### src/rtl/pistorm_bus_pkg.sv
// Shared types for the 68k bus master: FSM states, transfer size codes,
// response error codes and the queued request record.
package pistorm_bus_pkg;

  typedef enum logic [3:0] {
    ST_IDLE, ST_S0, ST_S1, ST_S2, ST_S3, ST_S4, ST_S5, ST_S6, ST_S7, ST_ERR
  } state_e;

  localparam logic [1:0] SZ_BYTE = 2'b00;
  localparam logic [1:0] SZ_WORD = 2'b01;
  localparam logic [1:0] SZ_LONG = 2'b11;

  localparam logic [1:0] ERR_OK       = 2'b00;
  localparam logic [1:0] ERR_BERR     = 2'b01;
  localparam logic [1:0] ERR_TIMEOUT  = 2'b10;
  localparam logic [1:0] ERR_MISALIGN = 2'b11;

  typedef struct packed {
    logic [23:0] addr;
    logic [1:0]  size;
    logic        read;
    logic [2:0]  fc;
    logic [31:0] wdata;
  } req_t;

  function automatic logic is_misaligned(req_t r);
    return (r.size != SZ_BYTE) && r.addr[0];
  endfunction

endpackage

### src/rtl/m68k_bus_master_if.sv
// Request/response handshake plus 68k pin-level signals; master = bus master side.
interface m68k_bus_master_if;
  logic        req_valid;
  logic        req_ready;
  logic [23:0] req_addr;
  logic [1:0]  req_size;
  logic        req_read;
  logic [2:0]  req_fc;
  logic [31:0] req_wdata;

  logic        rsp_valid;
  logic [31:0] rsp_rdata;
  logic [1:0]  rsp_err;

  logic        mc_rise;
  logic        mc_fall;
  logic        dtack_n;
  logic        berr_n;
  logic [15:0] din;

  logic [23:0] abus;
  logic        abus_oe;
  logic [2:0]  fc;
  logic        fc_oe;
  logic [15:0] dbus;
  logic        dbus_oe;
  logic        as_drive;
  logic        uds_drive;
  logic        lds_drive;
  logic        rw_drive;
  logic        busy;

  modport master (
    input  req_valid, req_addr, req_size, req_read, req_fc, req_wdata,
    input  mc_rise, mc_fall, dtack_n, berr_n, din,
    output req_ready, rsp_valid, rsp_rdata, rsp_err,
    output abus, abus_oe, fc, fc_oe, dbus, dbus_oe,
    output as_drive, uds_drive, lds_drive, rw_drive, busy
  );

  modport slave (
    output req_valid, req_addr, req_size, req_read, req_fc, req_wdata,
    output mc_rise, mc_fall, dtack_n, berr_n, din,
    input  req_ready, rsp_valid, rsp_rdata, rsp_err,
    input  abus, abus_oe, fc, fc_oe, dbus, dbus_oe,
    input  as_drive, uds_drive, lds_drive, rw_drive, busy
  );
endinterface

### src/rtl/pistorm_req_fifo.sv
// First-word-fall-through request queue; data_o shows the head while !empty_o.
// A push is accepted while full if a pop happens in the same cycle.
module pistorm_req_fifo #(
  parameter int WIDTH = 8,
  parameter int DEPTH = 4
) (
  input  logic             clk_i,
  input  logic             rst_i,
  input  logic             push_i,
  input  logic [WIDTH-1:0] data_i,
  input  logic             pop_i,
  output logic [WIDTH-1:0] data_o,
  output logic             full_o,
  output logic             empty_o
);
  localparam int AW = $clog2(DEPTH);

  logic [WIDTH-1:0] mem_q [DEPTH];
  logic [AW:0]      wr_ptr_q, rd_ptr_q;
  logic             do_push, do_pop;

  assign empty_o = (wr_ptr_q == rd_ptr_q);
  assign full_o  = (wr_ptr_q[AW] != rd_ptr_q[AW]) &&
                   (wr_ptr_q[AW-1:0] == rd_ptr_q[AW-1:0]);
  assign do_pop  = pop_i & ~empty_o;
  assign do_push = push_i & (~full_o | do_pop);
  assign data_o  = mem_q[rd_ptr_q[AW-1:0]];

  always_ff @(posedge clk_i) begin
    if (do_push) mem_q[wr_ptr_q[AW-1:0]] <= data_i;
  end

  always_ff @(posedge clk_i) begin
    if (rst_i) begin
      wr_ptr_q <= '0;
      rd_ptr_q <= '0;
    end else begin
      if (do_push) wr_ptr_q <= wr_ptr_q + (AW+1)'(1);
      if (do_pop)  rd_ptr_q <= rd_ptr_q + (AW+1)'(1);
    end
  end
endmodule

### src/rtl/m68k_bus_master.sv
// Queued 68000 bus master sequenced by CLK_7M edge strobes; long accesses split into two word cycles.
// BUS_TIMEOUT_EN adds an S4 wait counter that aborts after TIMEOUT mc_fall strobes without DTACK.
module m68k_bus_master
  import pistorm_bus_pkg::*;
#(
  parameter int QDEPTH  = 4,
  parameter int TIMEOUT = 64
) (
  input logic               sys_clk,
  input logic               sys_rst,
  m68k_bus_master_if.master bus
);
  if (QDEPTH < 2 || (QDEPTH & (QDEPTH - 1)) != 0 || TIMEOUT < 1) begin : g_param_check
    $error("m68k_bus_master: QDEPTH must be a power of two >= 2, TIMEOUT >= 1");
  end

  req_t        req_in, head;
  logic        fifo_full, fifo_empty, push, pop;
  state_e      state_q, state_d;
  req_t        cur_q, cur_d;
  logic        half_q, half_d;
  logic [31:0] rdata_q, rdata_d;
  logic [1:0]  err_q, err_d;
  logic        rsp_valid_q, rsp_valid_d;
  logic [31:0] rsp_rdata_q, rsp_rdata_d;
  logic [1:0]  rsp_err_q, rsp_err_d;
`ifdef BUS_TIMEOUT_EN
  localparam int WAIT_W = $clog2(TIMEOUT + 1);
  logic [WAIT_W-1:0] wait_q, wait_d;
`endif

  always_comb begin
    req_in       = '0;
    req_in.addr  = bus.req_addr;
    req_in.size  = bus.req_size;
    req_in.read  = bus.req_read;
    req_in.fc    = bus.req_fc;
    req_in.wdata = bus.req_wdata;
  end

  assign push          = bus.req_valid & bus.req_ready;
  assign bus.req_ready = ~fifo_full | pop;

  pistorm_req_fifo #(.WIDTH($bits(req_t)), .DEPTH(QDEPTH)) u_fifo (
    .clk_i  (sys_clk),
    .rst_i  (sys_rst),
    .push_i (push),
    .data_i (req_in),
    .pop_i  (pop),
    .data_o (head),
    .full_o (fifo_full),
    .empty_o(fifo_empty)
  );

  always_ff @(posedge sys_clk) begin
    if (sys_rst) begin
      state_q     <= ST_IDLE;
      cur_q       <= '0;
      half_q      <= 1'b0;
      rdata_q     <= '0;
      err_q       <= ERR_OK;
      rsp_valid_q <= 1'b0;
      rsp_rdata_q <= '0;
      rsp_err_q   <= ERR_OK;
`ifdef BUS_TIMEOUT_EN
      wait_q      <= '0;
`endif
    end else begin
      state_q     <= state_d;
      cur_q       <= cur_d;
      half_q      <= half_d;
      rdata_q     <= rdata_d;
      err_q       <= err_d;
      rsp_valid_q <= rsp_valid_d;
      rsp_rdata_q <= rsp_rdata_d;
      rsp_err_q   <= rsp_err_d;
`ifdef BUS_TIMEOUT_EN
      wait_q      <= wait_d;
`endif
    end
  end

  always_comb begin
    state_d     = state_q;
    cur_d       = cur_q;
    half_d      = half_q;
    rdata_d     = rdata_q;
    err_d       = err_q;
    rsp_valid_d = 1'b0;
    rsp_rdata_d = rsp_rdata_q;
    rsp_err_d   = rsp_err_q;
    pop         = 1'b0;
`ifdef BUS_TIMEOUT_EN
    wait_d      = wait_q;
`endif
    case (state_q)
      ST_IDLE: begin
        if (!fifo_empty) begin
          pop     = 1'b1;
          cur_d   = head;
          half_d  = 1'b0;
          rdata_d = '0;
          // Misaligned requests answer straight from IDLE without touching the bus.
          if (is_misaligned(head)) begin
            rsp_valid_d = 1'b1;
            rsp_rdata_d = '0;
            rsp_err_d   = ERR_MISALIGN;
          end else begin
            state_d = ST_S0;
          end
        end
      end
      ST_S0: if (bus.mc_rise) state_d = ST_S1;
      ST_S1: if (bus.mc_fall) state_d = ST_S2;
      ST_S2: if (bus.mc_rise) state_d = ST_S3;
      ST_S3: begin
        if (bus.mc_fall) begin
          state_d = ST_S4;
`ifdef BUS_TIMEOUT_EN
          wait_d  = '0;
`endif
        end
      end
      ST_S4: begin
        if (bus.mc_fall) begin
          if (!bus.berr_n) begin
            state_d = ST_ERR;
            err_d   = ERR_BERR;
          end else if (!bus.dtack_n) begin
            state_d = ST_S5;
          end else begin
`ifdef BUS_TIMEOUT_EN
            if (wait_q == WAIT_W'(TIMEOUT - 1)) begin
              state_d = ST_ERR;
              err_d   = ERR_TIMEOUT;
            end else begin
              wait_d = wait_q + WAIT_W'(1);
            end
`endif
          end
        end
      end
      ST_S5: if (bus.mc_rise) state_d = ST_S6;
      ST_S6: begin
        if (bus.mc_fall) begin
          if (cur_q.read) begin
            if (cur_q.size == SZ_BYTE)
              rdata_d = {24'h0, cur_q.addr[0] ? bus.din[7:0] : bus.din[15:8]};
            else if (cur_q.size == SZ_LONG && !half_q)
              rdata_d[31:16] = bus.din;
            else if (cur_q.size == SZ_LONG)
              rdata_d[15:0] = bus.din;
            else
              rdata_d = {16'h0, bus.din};
          end
          state_d = ST_S7;
        end
      end
      ST_S7: begin
        if (bus.mc_rise) begin
          if (cur_q.size == SZ_LONG && !half_q) begin
            half_d     = 1'b1;
            cur_d.addr = cur_q.addr + 24'd2;
            state_d    = ST_S0;
          end else begin
            state_d     = ST_IDLE;
            rsp_valid_d = 1'b1;
            rsp_rdata_d = rdata_q;
            rsp_err_d   = ERR_OK;
          end
        end
      end
      ST_ERR: begin
        if (bus.mc_rise) begin
          state_d     = ST_IDLE;
          rsp_valid_d = 1'b1;
          rsp_rdata_d = '0;
          rsp_err_d   = err_q;
        end
      end
      default: state_d = ST_IDLE;
    endcase
  end

  logic in_cycle, as_on, strb_on, byte_sz;

  // ERR keeps address/data driven until the next CLK_7M rise; only AS and strobes drop at once.
  assign in_cycle = state_q inside {ST_S1, ST_S2, ST_S3, ST_S4, ST_S5, ST_S6, ST_S7, ST_ERR};
  assign as_on    = state_q inside {ST_S2, ST_S3, ST_S4, ST_S5, ST_S6};
  assign strb_on  = cur_q.read ? as_on : (state_q inside {ST_S4, ST_S5, ST_S6});
  assign byte_sz  = (cur_q.size == SZ_BYTE);

  assign bus.abus      = cur_q.addr;
  assign bus.abus_oe   = in_cycle;
  assign bus.fc        = cur_q.fc;
  assign bus.fc_oe     = in_cycle;
  assign bus.rw_drive  = in_cycle & ~cur_q.read;
  assign bus.as_drive  = as_on;
  assign bus.uds_drive = strb_on & (~byte_sz | ~cur_q.addr[0]);
  assign bus.lds_drive = strb_on & (~byte_sz | cur_q.addr[0]);
  assign bus.dbus_oe   = ~cur_q.read &
                         (state_q inside {ST_S3, ST_S4, ST_S5, ST_S6, ST_S7, ST_ERR});
  assign bus.dbus      = byte_sz ? {2{cur_q.wdata[7:0]}} :
                         (cur_q.size == SZ_LONG && !half_q) ? cur_q.wdata[31:16] :
                         cur_q.wdata[15:0];
  assign bus.busy      = (state_q != ST_IDLE);

  assign bus.rsp_valid = rsp_valid_q;
  assign bus.rsp_rdata = rsp_rdata_q;
  assign bus.rsp_err   = rsp_err_q;
endmodule
### src/flat_wrapper.sv
// flat-port wrapper written by rule: the top's interface ports become plain ports
module m68k_bus_master_flat import pistorm_bus_pkg::*;
#(
  parameter int QDEPTH  = 4,
  parameter int TIMEOUT = 64
)
  (sys_clk, sys_rst, bus_req_valid, bus_req_addr, bus_req_size, bus_req_read, bus_req_fc, bus_req_wdata, bus_mc_rise, bus_mc_fall, bus_dtack_n, bus_berr_n, bus_din, bus_req_ready, bus_rsp_valid, bus_rsp_rdata, bus_rsp_err, bus_abus, bus_abus_oe, bus_fc, bus_fc_oe, bus_dbus, bus_dbus_oe, bus_as_drive, bus_uds_drive, bus_lds_drive, bus_rw_drive, bus_busy);
  m68k_bus_master_if bus_i ();
  input logic sys_clk;
  input logic sys_rst;
  input wire logic [$bits(bus_i.req_valid)-1:0] bus_req_valid;
  input wire logic [$bits(bus_i.req_addr)-1:0] bus_req_addr;
  input wire logic [$bits(bus_i.req_size)-1:0] bus_req_size;
  input wire logic [$bits(bus_i.req_read)-1:0] bus_req_read;
  input wire logic [$bits(bus_i.req_fc)-1:0] bus_req_fc;
  input wire logic [$bits(bus_i.req_wdata)-1:0] bus_req_wdata;
  input wire logic [$bits(bus_i.mc_rise)-1:0] bus_mc_rise;
  input wire logic [$bits(bus_i.mc_fall)-1:0] bus_mc_fall;
  input wire logic [$bits(bus_i.dtack_n)-1:0] bus_dtack_n;
  input wire logic [$bits(bus_i.berr_n)-1:0] bus_berr_n;
  input wire logic [$bits(bus_i.din)-1:0] bus_din;
  output wire logic [$bits(bus_i.req_ready)-1:0] bus_req_ready;
  output wire logic [$bits(bus_i.rsp_valid)-1:0] bus_rsp_valid;
  output wire logic [$bits(bus_i.rsp_rdata)-1:0] bus_rsp_rdata;
  output wire logic [$bits(bus_i.rsp_err)-1:0] bus_rsp_err;
  output wire logic [$bits(bus_i.abus)-1:0] bus_abus;
  output wire logic [$bits(bus_i.abus_oe)-1:0] bus_abus_oe;
  output wire logic [$bits(bus_i.fc)-1:0] bus_fc;
  output wire logic [$bits(bus_i.fc_oe)-1:0] bus_fc_oe;
  output wire logic [$bits(bus_i.dbus)-1:0] bus_dbus;
  output wire logic [$bits(bus_i.dbus_oe)-1:0] bus_dbus_oe;
  output wire logic [$bits(bus_i.as_drive)-1:0] bus_as_drive;
  output wire logic [$bits(bus_i.uds_drive)-1:0] bus_uds_drive;
  output wire logic [$bits(bus_i.lds_drive)-1:0] bus_lds_drive;
  output wire logic [$bits(bus_i.rw_drive)-1:0] bus_rw_drive;
  output wire logic [$bits(bus_i.busy)-1:0] bus_busy;
  assign bus_i.req_valid = bus_req_valid;
  assign bus_i.req_addr = bus_req_addr;
  assign bus_i.req_size = bus_req_size;
  assign bus_i.req_read = bus_req_read;
  assign bus_i.req_fc = bus_req_fc;
  assign bus_i.req_wdata = bus_req_wdata;
  assign bus_i.mc_rise = bus_mc_rise;
  assign bus_i.mc_fall = bus_mc_fall;
  assign bus_i.dtack_n = bus_dtack_n;
  assign bus_i.berr_n = bus_berr_n;
  assign bus_i.din = bus_din;
  assign bus_req_ready = bus_i.req_ready;
  assign bus_rsp_valid = bus_i.rsp_valid;
  assign bus_rsp_rdata = bus_i.rsp_rdata;
  assign bus_rsp_err = bus_i.rsp_err;
  assign bus_abus = bus_i.abus;
  assign bus_abus_oe = bus_i.abus_oe;
  assign bus_fc = bus_i.fc;
  assign bus_fc_oe = bus_i.fc_oe;
  assign bus_dbus = bus_i.dbus;
  assign bus_dbus_oe = bus_i.dbus_oe;
  assign bus_as_drive = bus_i.as_drive;
  assign bus_uds_drive = bus_i.uds_drive;
  assign bus_lds_drive = bus_i.lds_drive;
  assign bus_rw_drive = bus_i.rw_drive;
  assign bus_busy = bus_i.busy;
  m68k_bus_master #(.QDEPTH(QDEPTH), .TIMEOUT(TIMEOUT)) u_core (.sys_clk(sys_clk), .sys_rst(sys_rst), .bus(bus_i));
endmodule
### config.mk
export PLATFORM = sky130hd
export DESIGN_NAME = m68k_bus_master_flat
export DESIGN_NICKNAME = d
export VERILOG_FILES = /design/src/rtl/pistorm_bus_pkg.sv /design/src/rtl/m68k_bus_master_if.sv /design/src/rtl/pistorm_req_fifo.sv /design/src/rtl/m68k_bus_master.sv /design/src/flat_wrapper.sv
export SDC_FILE = /design/constraint.sdc
export NUM_CORES = 1
export LEC_CHECK = 0
export BUFFER_PORTS_ARGS = -buffer_cell sky130_fd_sc_hd__buf_4
export CAP_MARGIN = 30
export CORE_ASPECT_RATIO = 1.1
export CORE_MARGIN = 2
export CORE_UTILIZATION = 40
export CTS_CLUSTER_SIZE = 8
export DETAILED_ROUTE_END_ITERATION = 10
export SLEW_MARGIN = 20
export SYNTH_ARGS = -nofsm -noshare
export SYNTH_HDL_FRONTEND = slang
export SYNTH_SLANG_ARGS = --single-unit
### constraint.sdc
create_clock -name sys_clk -period 4.5 [get_ports sys_clk]
set_input_delay 0.225 -clock sys_clk [delete_from_list [all_inputs] [get_ports sys_clk]]
set_output_delay 0.225 -clock sys_clk [all_outputs]
set_load 0.1 [all_outputs]
==> impl_summary.txt, run 1 <==
----------------------------------------------------
[Global routing]
  All-layer global routing usage ... 0.1805
  Vias in the first global route ... around 10,000
  Antenna violations before repair ... 3
  First-pass GRT wire length ... approximately 57 mm
  Overflow left after global routing ... 0
  Maximum number of pins on one net before global-route repair ... slightly below 70

[Worst setup path]
  Worst Reg2Reg Path Length in Cells ... 5
  Kind of end point of the critical path ... register
  Arrival time at the worst endpoint ... approximately 3.6 ns
  Required time at the endpoint of the critical path ... between 4 and 5 ns
  R2R Setup Slk ... 1.38 ns
  Critical-path maximum fanout ... 32
  R2R Path End ... u_core.bus.rsp_rdata[20]
  Worst Setup Start Kind ... register
  Start of the worst register-to-register path ... u_core.state_q[3]
  Kind of critical path ... reg -> reg

[Yosys]
  Area share of the leading cell type in the synthesized netlist ... 0.4743
  Post-Synthesis Mean Instance Area ... approximately 14 sq um
  Count of distinct cell types in the synthesized netlist ... 69
  Asr flop ratio synth ... 0
  Synth area leaders ... sky130_fd_sc_hd__edfxtp_1, sky130_fd_sc_hd__dfxtp_1, sky130_fd_sc_hd__mux4_2, sky130_fd_sc_hd__a21oi_1, sky130_fd_sc_hd__nand2_1
  Commonest cells in the synthesized netlist ... sky130_fd_sc_hd__edfxtp_1, sky130_fd_sc_hd__dfxtp_1, sky130_fd_sc_hd__nand2_1, sky130_fd_sc_hd__a21oi_1, sky130_fd_sc_hd__mux4_2
  Top_reg_cell synth ... sky130_fd_sc_hd__edfxtp_1
  Leading cell type by number of instances after synthesis ... sky130_fd_sc_hd__edfxtp_1
  Sequential cell area fraction in the yosys report ... 0.6566
  Number of instances in the synthesized netlist ... 1,124
  Most area-hungry cell type in the Yosys netlist ... sky130_fd_sc_hd__edfxtp_1
  Flip-flop and latch count after synthesis ... 391
  Area of the mapped netlist ... ~0.016 sq mm
  Net count after synthesis ... between 1,000 and 1,500
  Number of enable-type register cells in the synthesized netlist ... 248
  Yosys warnings ... 0

[Die]
  Die outline height ... ~210 um
  Overall die width ... between 150 and 200 um
  Initial standard-cell utilization of the core ... 0.4027
  I/O pin count ... 172
  Placement row count ... 76
  Die area ... between 0.04 and 0.05 sq mm
  Core Box Area ... approximately 0.039 sq mm

[Pwr]
  Leakage ... between 6 and 7 nW
  Part of the total power dissipated in sequential elements ... 0.364
  PwrDens ... 641.2 mW/mm^2
  Proportion of total power due to net switching ... 0.3815
  IR drop worst, VDD ... slightly above 0.5 mV
  Total net switching power ... 4.817 mW
  Internal ... between 7 and 8 mW
  Relative contribution of the clock network to total power ... 0.296
  Portion of total power attributed to combinational logic ... 0.340

[Timing]
  Setup violations, final ... 0
  Worst clock skew ... 0.01765 ns
  Achievable frequency ... between 0.3 and 0.4 GHz
  Number of pins with negative max-slew slack in the final report ... 0
  Setup TNS ... 0 ns
  Unrepaired setup endpoints after global routing ... no
  Worst-case setup margin in the final layout ... approximately 1.4 ns
  Max-slew headroom ... 0.3197
  Final hold violations ... 0
  Post-route minimum period ... a little over 3 ns
  Final worst path period share ... 0.6923
  Tightest Pin Transition ... 1.012 ns

[Worst hold path]
  Worst hold path stage count ... 5
  Launch point of the worst hold path ... bus_berr_n
  Class of the tightest hold or removal check ... in -> reg
  Destination of the worst hold path ... u_core.state_q[2]

[Final layout]
  Final non-filler cell total ... about 1,900
  Total area of sequential cells ... 0.01031 sq mm
  Filler Cell Count ... between 3,000 and 4,000
  Ratio of cells with drive above 1 in the final layout ... 0.2466
  Area growth syn-to-layout ... 25.42%
  Area of the multi-input gates ... between 0.004 and 0.005 sq mm
  Net count reported at finish ... ~1,400

[Drt]
  Routed length per placed instance ... 19.43 um
  Number of design-rule violations left by the first detailed-router iteration ... 701
  Number of detailed-route iterations in the first pass ... 5
  Detailed-route vias per instance ... roughly 5.2
  Post-route DRC ... 0
  Antenna Violating Nets Remaining ... 0
  Routed via count ... roughly 10,000
  Final wirelength ... between 30 and 40 mm

[Placed design]
  Count of port buffers added during placement ... about 170
  Last weighted congestion value of the routability-driven placer ... 0.8048
  Worst Setup Slack post-DPL ... 1.431 ns
  HPWL after detailed placement ... about 23 mm
  Placed insts ... 1,719

[Clock network]
  Cell at the root of the clock tree ... sky130_fd_sc_hd__clkbuf_16
  Clock buffer count from CTS ... 54
  CTS tree ... built
  H-tree level count ... 2
  CTS clk-pin slew, worst paths ... 0.05 ns
  CTS sink cnt ... just under 400
  Largest buffer count on any clock path ... 3
  Post-CTS setup buffer count ... 0
  Clock insertion delay at the later pin of the skew report ... between 0.5 and 0.6 ns

[Outcome]
  Status ... finished clean

[Run]
  Max Cap Viol ... 0

----------------------------------------------------
## power groups by stage
stage                     clock (mW)  sequential [mW]  combinational [mW]
after global routing            3.97             4.66                4.58
after floorplan                    0             4.51                3.45
final                           3.74             4.60                4.30
after detailed placement           0             4.67                4.28
after CTS                       3.81             4.60                4.34
after global placement             0             4.66                4.24
## layer usage
metal  vias to the layer above  GRT usage  routed length (um)
met5                         -          0                  11
met4                         2    0.04467                 671
met3                        55    0.03316                2084
met2                       271     0.2980               17710
met1                      4908     0.2467               16360
li1                       4692          -                   -
## kinds of logic after synthesis
family	share of synthesized area
buffers and inverters	0.03745
and+or+nand+nor	0.09491
muxes	0.1055
xor gates and xnor gates	0.008367
AOI/OAI and AO/OA	0.09236
DFF	0.6566
adders and majority gates	0.004781
## sequential cells by signal, summed over array words and instances, names as in the netlist, named ones only
name,count
u_core.bus.abus,24
u_core.bus.fc,3
u_core.bus.rsp_err,2
u_core.bus.rsp_rdata,32
u_core.bus.rsp_valid,1
u_core.cur_q,35
u_core.err_q,1
u_core.half_q,1
u_core.rdata_q,32
u_core.state_q,4
u_core.u_fifo.mem_q,248
u_core.u_fifo.rd_ptr_q,3
u_core.u_fifo.wr_ptr_q,3
## worst max-delay path by stage
stage                      startpoint                  endpoint  cells past startpoint
global placement    u_core.state_q[3]  u_core.bus.rsp_rdata[10]                      5
CTS                  u_core.cur_q[36]              bus_dbus[11]                      4
detailed placement  u_core.state_q[3]  u_core.bus.rsp_rdata[22]                      5
global route        u_core.state_q[3]  u_core.bus.rsp_rdata[26]                      5
finish              u_core.state_q[3]  u_core.bus.rsp_rdata[20]                      5
floorplan           u_core.state_q[2]              bus_rw_drive                      5
## cell usage in the layout (no fill, tap or decap), types with 8 or more instances in the layout
cell,instances
sky130_fd_sc_hd__buf_4,184
sky130_fd_sc_hd__a21oi_1,108
sky130_fd_sc_hd__dlygate4sd3_1,80
sky130_fd_sc_hd__a22o_1,32
sky130_fd_sc_hd__inv_1,10
sky130_fd_sc_hd__xnor2_1,8
sky130_fd_sc_hd__o21ai_0,11
sky130_fd_sc_hd__nand3_1,13
sky130_fd_sc_hd__nor2_1,37
sky130_fd_sc_hd__mux2_2,8
sky130_fd_sc_hd__clkbuf_1,38
sky130_fd_sc_hd__edfxtp_1,248
sky130_fd_sc_hd__a211oi_1,16
sky130_fd_sc_hd__dfxtp_1,141
sky130_fd_sc_hd__nand2_1,133
sky130_fd_sc_hd__mux2i_1,17
sky130_fd_sc_hd__nor2b_1,13
sky130_fd_sc_hd__mux4_2,62
sky130_fd_sc_hd__nand3b_1,26
sky130_fd_sc_hd__a31oi_1,12
sky130_fd_sc_hd__clkbuf_16,56
sky130_fd_sc_hd__or3_1,11
## cell type report
type	count	area share
Sequential cell	391	0.5238
Multi-Input combinational cell	621	0.2461
Timing Repair Buffer	269	0.1156
Clock buffer	94	0.07840
Tap cell	507	0.03221
Inverter	11	0.002097
Clock inverter	1	0.001525
Antenna cell	2	0.0002541
## metrics by stage
stage | util | hold WS, ns | area (sq um) | power (mW)
2_1_floorplan | - | 0.3239 | 15700 | 7.963
3_3_place_gp | 0.4435 | 0.4260 | 17290 | 8.892
3_5_place_dp | 0.4441 | 0.4296 | 17310 | 8.950
4_1_cts | 0.5050 | 0.1240 | 19690 | 12.76
5_1_grt | 0.5050 | 0.1650 | 19690 | 13.20
6_report | 0.5051 | 0.1479 | 19690 | 12.63
## critical path, stage by stage (launching register included)
cell and delay, ns:
sky130_fd_sc_hd__dfxtp_1 0.75, sky130_fd_sc_hd__or4b_1 0.88, sky130_fd_sc_hd__nor2_1 0.43, sky130_fd_sc_hd__a2111oi_4 0.09
sky130_fd_sc_hd__nor2_4 0.62, sky130_fd_sc_hd__a22o_1 0.26
## timing repair
item                      in CTS  in global routing
hold endpoints to repair     275                  0
resized for setup              0                  0
hold buffers                  80                  0
No activity file was read; power rests on OpenSTA's default activity.
==> run 2, diff against run 1 <==
==> constraint.sdc (replaced) <==
create_clock -name sys_clk -period 2.85 [get_ports sys_clk]
set_input_delay 0.1425 -clock sys_clk [delete_from_list [all_inputs] [get_ports sys_clk]]
set_output_delay 0.1425 -clock sys_clk [all_outputs]
set_load 0.1 [all_outputs]
==> impl_summary.txt, run 2 (synthesis gave the netlist of run 1 again) <==
----------------------------------------------------
[Die]
  Overall die width ... approximately 190 um
  Die outline height ... 211.8 um
  Core Box Area ... around 0.039 sq mm
  Initial standard-cell utilization of the core ... 0.4027
  Die area ... 0.04086 sq mm
  I/O pin count ... between 150 and 200
  Placement row count ... 76

[Pwr]
  PwrDens ... about 1000 mW/mm^2
  Part of the total power dissipated in sequential elements ... 0.352
  IR drop worst, VDD ... roughly 0.74 mV
  Total net switching power ... between 7 and 8 mW
  Proportion of total power due to net switching ... 0.3852
  Internal ... between 10 and 15 mW
  Power after layout ... 20.12 mW
  Portion of total power attributed to combinational logic ... 0.356
  Relative contribution of the clock network to total power ... 0.291
  Leakage ... roughly 7.0 nW

[Timing]
  Post-route minimum period ... about 2.5 ns
  Tightest Pin Transition ... between 0.7 and 0.8 ns
  Worst-case setup margin in the final layout ... ~0.34 ns
  Worst clock skew ... 0.02174 ns
  Number of pins with negative max-slew slack in the final report ... 0
  Achievable frequency ... about 0.40 GHz
  Final hold violations ... 0
  Final worst path period share ... 0.8817
  Setup TNS ... 0 ns
  Max-slew headroom ... 0.4731
  Unrepaired setup endpoints after global routing ... no
  Setup violations, final ... 0

[Global routing]
  Routing layer with the top usage in global route ... met2
  Maximum number of pins on one net before global-route repair ... 63
  Met2 track utilization from global routing ... 0.2969
  GR Layer Usage met3 ... 0.03266
  First-pass GRT wire length ... ~57 mm
  Met1 demand-to-capacity share in global routing ... 0.2512
  Antenna violations before repair ... 2
  All-layer global routing usage ... 0.1825
  Overflow left after global routing ... 0
  Vias in the first global route ... 10,020

[Worst setup path]
  R2R Setup Slk ... around 0.36 ns
  Worst Reg2Reg Path Length in Cells ... 5
  Arrival time at the worst endpoint ... between 2 and 2.5 ns
  R2R Path End ... u_core.bus.rsp_rdata[5]
  Kind of critical path ... reg -> out
  Kind of end point of the critical path ... output pin
  Required time at the endpoint of the critical path ... approximately 2.7 ns
  Critical-path maximum fanout ... 19
  Worst Setup Start Kind ... register

[Drt]
  Routed via count ... around 10,000
  Routed length per placed instance ... slightly below 20 um
  Post-route DRC ... 0
  Number of design-rule violations left by the first detailed-router iteration ... 663
  Final wirelength ... 37.22 mm
  Antenna Violating Nets Remaining ... 0
  Number of detailed-route iterations in the first pass ... 5
  Detailed-route vias per instance ... approximately 5.2

[Placed design]
  Last weighted congestion value of the routability-driven placer ... 0.8166
  HPWL after detailed placement ... between 20 and 25 mm
  Instance area at placement ... between 0.015 and 0.02 sq mm
  Count of port buffers added during placement ... between 150 and 200
  Worst Setup Slack post-DPL ... between 0.3 and 0.4 ns

[Worst hold path]
  Destination of the worst hold path ... u_core.err_q[0]
  Launch point of the worst hold path ... bus_berr_n
  Class of the tightest hold or removal check ... in -> reg
  Worst hold path stage count ... 5

[Clock network]
  CTS sink cnt ... roughly 390
  Clock buffer count from CTS ... 54
  Post-CTS setup buffer count ... 0
  Clock insertion delay at the later pin of the skew report ... around 0.58 ns
  CTS clk-pin slew, worst paths ... 0.05 ns
  Cell at the root of the clock tree ... sky130_fd_sc_hd__clkbuf_16
  Largest buffer count on any clock path ... 3
  H-tree level count ... 2
  CTS tree ... built

[Final layout]
  Most common library cell in the layout ignoring fill and taps ... sky130_fd_sc_hd__edfxtp_1
  Filler Cell Count ... ~3,400
  Total area of sequential cells ... 0.01031 sq mm
  Most frequent cells in the layout ... sky130_fd_sc_hd__edfxtp_1, sky130_fd_sc_hd__buf_4, sky130_fd_sc_hd__dfxtp_1
  Net count reported at finish ... 1,456
  Area of the multi-input gates ... slightly below 0.005 sq mm
  Post-Layout Inst Area ... 0.01986 sq mm
  Area growth syn-to-layout ... 26.49%
  Ratio of cells with drive above 1 in the final layout ... 0.2628
  Number of flip-flops under the largest register name ... approximately 250

[Run]
  Max Cap Viol ... 0

[Outcome]
  Status ... finished clean

----------------------------------------------------
==> run 2: metal layers <==
metal  wire (um)  up-vias
met5          13        -
met4         733        2
met3        1979       57
met2       17860      244
met1       16630     4931
li1            -     4738
==> run 2: timing repair <==
action,in CTS,in global routing
gates resized for setup,0,0
hold buffers,80,0
endpoints found under the hold margin,277,0
==> run 2: per-stage QoR <==
step	hold WS, ns	std cells	utilization
floorplan	0.2414	1124	-
global placement	0.3437	1735	0.4487
detailed placement	0.3443	1736	0.4490
CTS	0.04643	1911	0.5093
global route	0.1057	1911	0.5093
finish	0.07474	1912	0.5094
==> run 2: power groups by stage <==
stage               Sequential [mW]  Combinational, mW  Clock (mW)
global placement               7.18               7.08           0
floorplan                      7.12               5.52           0
detailed placement             7.20               7.13           0
CTS                            7.09               7.23        6.00
finish                         7.09               7.17        5.86
global route                   7.16               7.63        6.23
==> run 2: cell type report <==
cell class                      instances  share of cell area
Antenna cell                            1           0.0001260
Clock buffer                           92             0.07522
Clock inverter                          3            0.002835
Inverter                               11            0.002079
Multi-Input combinational cell        621              0.2463
Sequential cell                       391              0.5194
Tap cell                              507             0.03194
Timing Repair Buffer                  286              0.1222
==> run 2: worst max-delay path by stage <==
stage,from,end,slack [ns],depth (start not counted)
final,u_core.state_q[3],bus_dbus_oe,0.34,4
after global routing,register,u_core.bus.rsp_rdata[21],0.21,5
after CTS,register,u_core.bus.rsp_rdata[18],0.32,5
after detailed placement,register,u_core.bus.rsp_rdata[5],0.34,5
after global placement,register,u_core.bus.rsp_rdata[9],0.38,5
after floorplan,u_core.state_q[2],bus_uds_drive,0.001,6
==> run 2: critical path, cell delays in order (launching register included) <==
cell and delay [ns]:
sky130_fd_sc_hd__dfxtp_1 0.36, sky130_fd_sc_hd__buf_4 0.24, sky130_fd_sc_hd__or3b_2 0.53, sky130_fd_sc_hd__a21oi_1 0.29, sky130_fd_sc_hd__buf_4 0.36
==> run 3, diff against run 2 <==
--- a/config.mk
+++ b/config.mk
@@ -10,9 +10,12 @@
 export CORE_ASPECT_RATIO = 1.1
 export CORE_MARGIN = 2
 export CORE_UTILIZATION = 40
+export CTS_CLUSTER_DIAMETER = 40
 export CTS_CLUSTER_SIZE = 8
 export DETAILED_ROUTE_END_ITERATION = 10
+export GPL_TIMING_DRIVEN = 1
 export SLEW_MARGIN = 20
 export SYNTH_ARGS = -nofsm -noshare
 export SYNTH_HDL_FRONTEND = slang
+export SYNTH_HIERARCHICAL = 1
 export SYNTH_SLANG_ARGS = --single-unit
==> impl_summary.txt, run 3 <==
----------------------------------------------------
[Worst setup path]
  Kind of end point of the critical path ... register
  Family with the most delay on the worst path ... compound AO/OA/AOI/OAI gates
  Worst path buffer plus inverter count ... 1
  Required time at the endpoint of the critical path ... approximately 3.4 ns
  Critical-path maximum fanout ... 13
  Worst Setup Start Kind ... register
  Delay of the slowest cell on the worst path ... between 0.5 and 0.6 ns
  Kind of critical path ... reg -> reg
  Arrival time at the worst endpoint ... around 3.2 ns
  R2R Setup Slk ... 0.19 ns
  Critical path cell sequence ... mux4_2, o21a_1, o21ai_1, nand4_1, a21oi_1, dlygate4sd3_1
  Master of the slowest instance on the critical path ... sky130_fd_sc_hd__mux4_2

[Clock network]
  Cell at the root of the clock tree ... sky130_fd_sc_hd__clkbuf_16
  CTS tree ... built
  Post-CTS setup buffer count ... 0
  CTS clk-pin slew, worst paths ... around 0.050 ns
  Largest buffer count on any clock path ... 3
  CTS sink cnt ... roughly 390
  Clock buffer count from CTS ... 60
  Clock insertion delay at the later pin of the skew report ... 0.64 ns
  H-tree level count ... 2

[Final layout]
  Net count reported at finish ... between 1,500 and 2,000
  Most frequent cells in the layout ... sky130_fd_sc_hd__edfxtp_1, sky130_fd_sc_hd__buf_4, sky130_fd_sc_hd__dfxtp_1
  Area growth syn-to-layout ... 28.87%
  Final Core Density ... 0.5193
  Ratio of cells with drive above 1 in the final layout ... 0.2698
  Most common library cell in the layout ignoring fill and taps ... sky130_fd_sc_hd__edfxtp_1
  Diode insertion count for antenna repair ... 0
  Number of flip-flops under the largest register name ... 248

[Yosys]
  Most area-hungry cell type in the Yosys netlist ... sky130_fd_sc_hd__edfxtp_1
  Number of instances in the synthesized netlist ... 1,205
  Area of the mapped netlist ... 0.01607 sq mm
  Flip-flop and latch count after synthesis ... 391
  Asr flop ratio synth ... 0
  Area share of the leading cell type in the synthesized netlist ... 0.4634
  Post-Synthesis Mean Instance Area ... 13.34 sq um
  Count of distinct cell types in the synthesized netlist ... ~80
  Yosys warnings ... 6
  Number of enable-type register cells in the synthesized netlist ... approximately 250
  Top_reg_cell synth ... sky130_fd_sc_hd__edfxtp_1
  Leading cell type by number of instances after synthesis ... sky130_fd_sc_hd__edfxtp_1
  Synth area leaders ... sky130_fd_sc_hd__edfxtp_1, sky130_fd_sc_hd__dfxtp_1, sky130_fd_sc_hd__mux4_2, sky130_fd_sc_hd__a21oi_1, sky130_fd_sc_hd__nand2_1
  Sequential cell area fraction in the yosys report ... 0.6415
  Net count after synthesis ... 1,296
  Commonest cells in the synthesized netlist ... sky130_fd_sc_hd__edfxtp_1, sky130_fd_sc_hd__dfxtp_1, sky130_fd_sc_hd__nand2_1, sky130_fd_sc_hd__a21oi_1, sky130_fd_sc_hd__nand3_1

[Timing]
  Unrepaired setup endpoints after global routing ... no
  Final worst path period share ... 0.9329
  Number of pins with negative max-slew slack in the final report ... 0
  Achievable frequency ... 0.3761 GHz
  Setup TNS ... 0 ns
  Setup violations, final ... 0
  Final hold violations ... 0
  Tightest Pin Transition ... 0.8883 ns
  Worst clock skew ... approximately 0.062 ns
  Post-route minimum period ... around 2.7 ns
  Tightest hold margin ... 0.06954 ns
  Max-slew headroom ... 0.4046

[Pwr]
  Power after layout ... a little over 20 mW
  IR drop worst, VDD ... around 0.8 mV
  PwrDens ... around 1000 mW/mm^2
  Leakage ... between 7 and 8 nW

[Placed design]
  Count of port buffers added during placement ... ~170
  Last weighted congestion value of the routability-driven placer ... roughly 0.83
  HPWL after detailed placement ... roughly 26 mm

[Die]
  Core Box Area ... 0.03989 sq mm
  Overall die width ... 195.1 um
  Placement row count ... 77
  Die outline height ... around 210 um
  Die area ... roughly 0.042 sq mm
  Initial standard-cell utilization of the core ... 0.4029
  I/O pin count ... 172

[Drt]
  Number of design-rule violations left by the first detailed-router iteration ... around 620
  Antenna Violating Nets Remaining ... 0
  Number of detailed-route iterations in the first pass ... 5
  Detailed-route vias per instance ... ~5.2
  Final wirelength ... 39.93 mm
  Routed length per placed instance ... roughly 20 um
  Post-route DRC ... 0
  Routed via count ... roughly 11,000

[Global routing]
  First-pass GRT wire length ... between 60 and 70 mm
  Maximum number of pins on one net before global-route repair ... approximately 110
  All-layer global routing usage ... 0.1911
  Antenna violations before repair ... 1
  Overflow left after global routing ... 0
  Vias in the first global route ... ~11,000

[Outcome]
  Status ... finished clean

[Run]
  Max Cap Viol ... 0

[Worst hold path]
  Class of the tightest hold or removal check ... in -> reg

----------------------------------------------------
-- run 3: logic make-up (layout without fill, tap and decap cells) --
logic type	count (synthesis)	in the layout	synth area share
and+or+nand+nor	367	367	0.1176
muxes	94	94	0.1080
xor gates and xnor gates	9	9	0.006306
adders and majority gates	6	6	0.004671
AOI/OAI and AO/OA	220	220	0.08299
DFF	391	391	0.6415
buffers and inverters	118	418	0.03900
-- run 3: path summary, 6_finish.rpt --
kind / start / end / depth (start not counted)
setup / recovery: register / u_core/state_q[3] / 6
hold / removal: bus_berr_n / u_core/state_q[1] / 4
setup reg to reg: register / u_core/state_q[3] / 6
hold reg to reg: u_core/cur_q[22] / u_core/cur_q[22] / 2
-- run 3: area by class of cell --
| type | instances | area [sq um] |
|---|---|---|
| clock buffer | 101 | 1728 |
| inverter | 14 | 52.55 |
| tap | 513 | 641.9 |
| clock inverter | 10 | 158.9 |
| fill | 3432 | 19170 |
| sequential | 391 | 10330 |
| multi-input combinational | 696 | 5255 |
| timing repair buffer | 293 | 2545 |
-- run 3: worst register-to-register path: cells and delay by family, from the launching register on --
kind | cells | cell delay (ns)
flip-flops | 1 | 0.49
multiplexers | 1 | 0.59
buffers and inverters | 1 | 0.57
AND/OR/NAND/NOR | 1 | 0.15
AO/OA/AOI/OAI | 3 | 0.74
-- run 3: power by group --
group	switching (mW)	total [mW]	internal, mW
sequential	0.481	7.12	6.64
combinational	4.74	6.90	2.16
clock	2.53	6.73	4.20
total	7.75	20.7	13.0
-- run 3: layer usage --
| layer | track usage | up-vias | part of all wire |
|---|---|---|---|
| li1 | - | 4995 | - |
| met1 | 0.2574 | 5166 | 0.44 |
| met2 | 0.3148 | 289 | 0.48 |
| met3 | 0.04152 | 55 | 0.056 |
| met4 | 0.04987 | 2 | 0.018 |
| met5 | 0 | - | 0.00033 |
-- run 3: stage by stage --
stage	worst slack, ns	instance area [sq um]	instances
6_report	0.1911	20710	2018
5_1_grt	0.007673	20710	2018
4_1_cts	0.07279	20710	2018
3_5_place_dp	0.2731	17990	1824
3_3_place_gp	0.3826	17990	1824
2_1_floorplan	-0.3255	16190	1205
-- run 3: repair_timing --
item / 4_1_cts / 5_1_grt
setup endpoints to repair: 0 / 1
hold buffers: 83 / 0
endpoints found under the hold margin: 302 / 0
resized for setup: 0 / 1
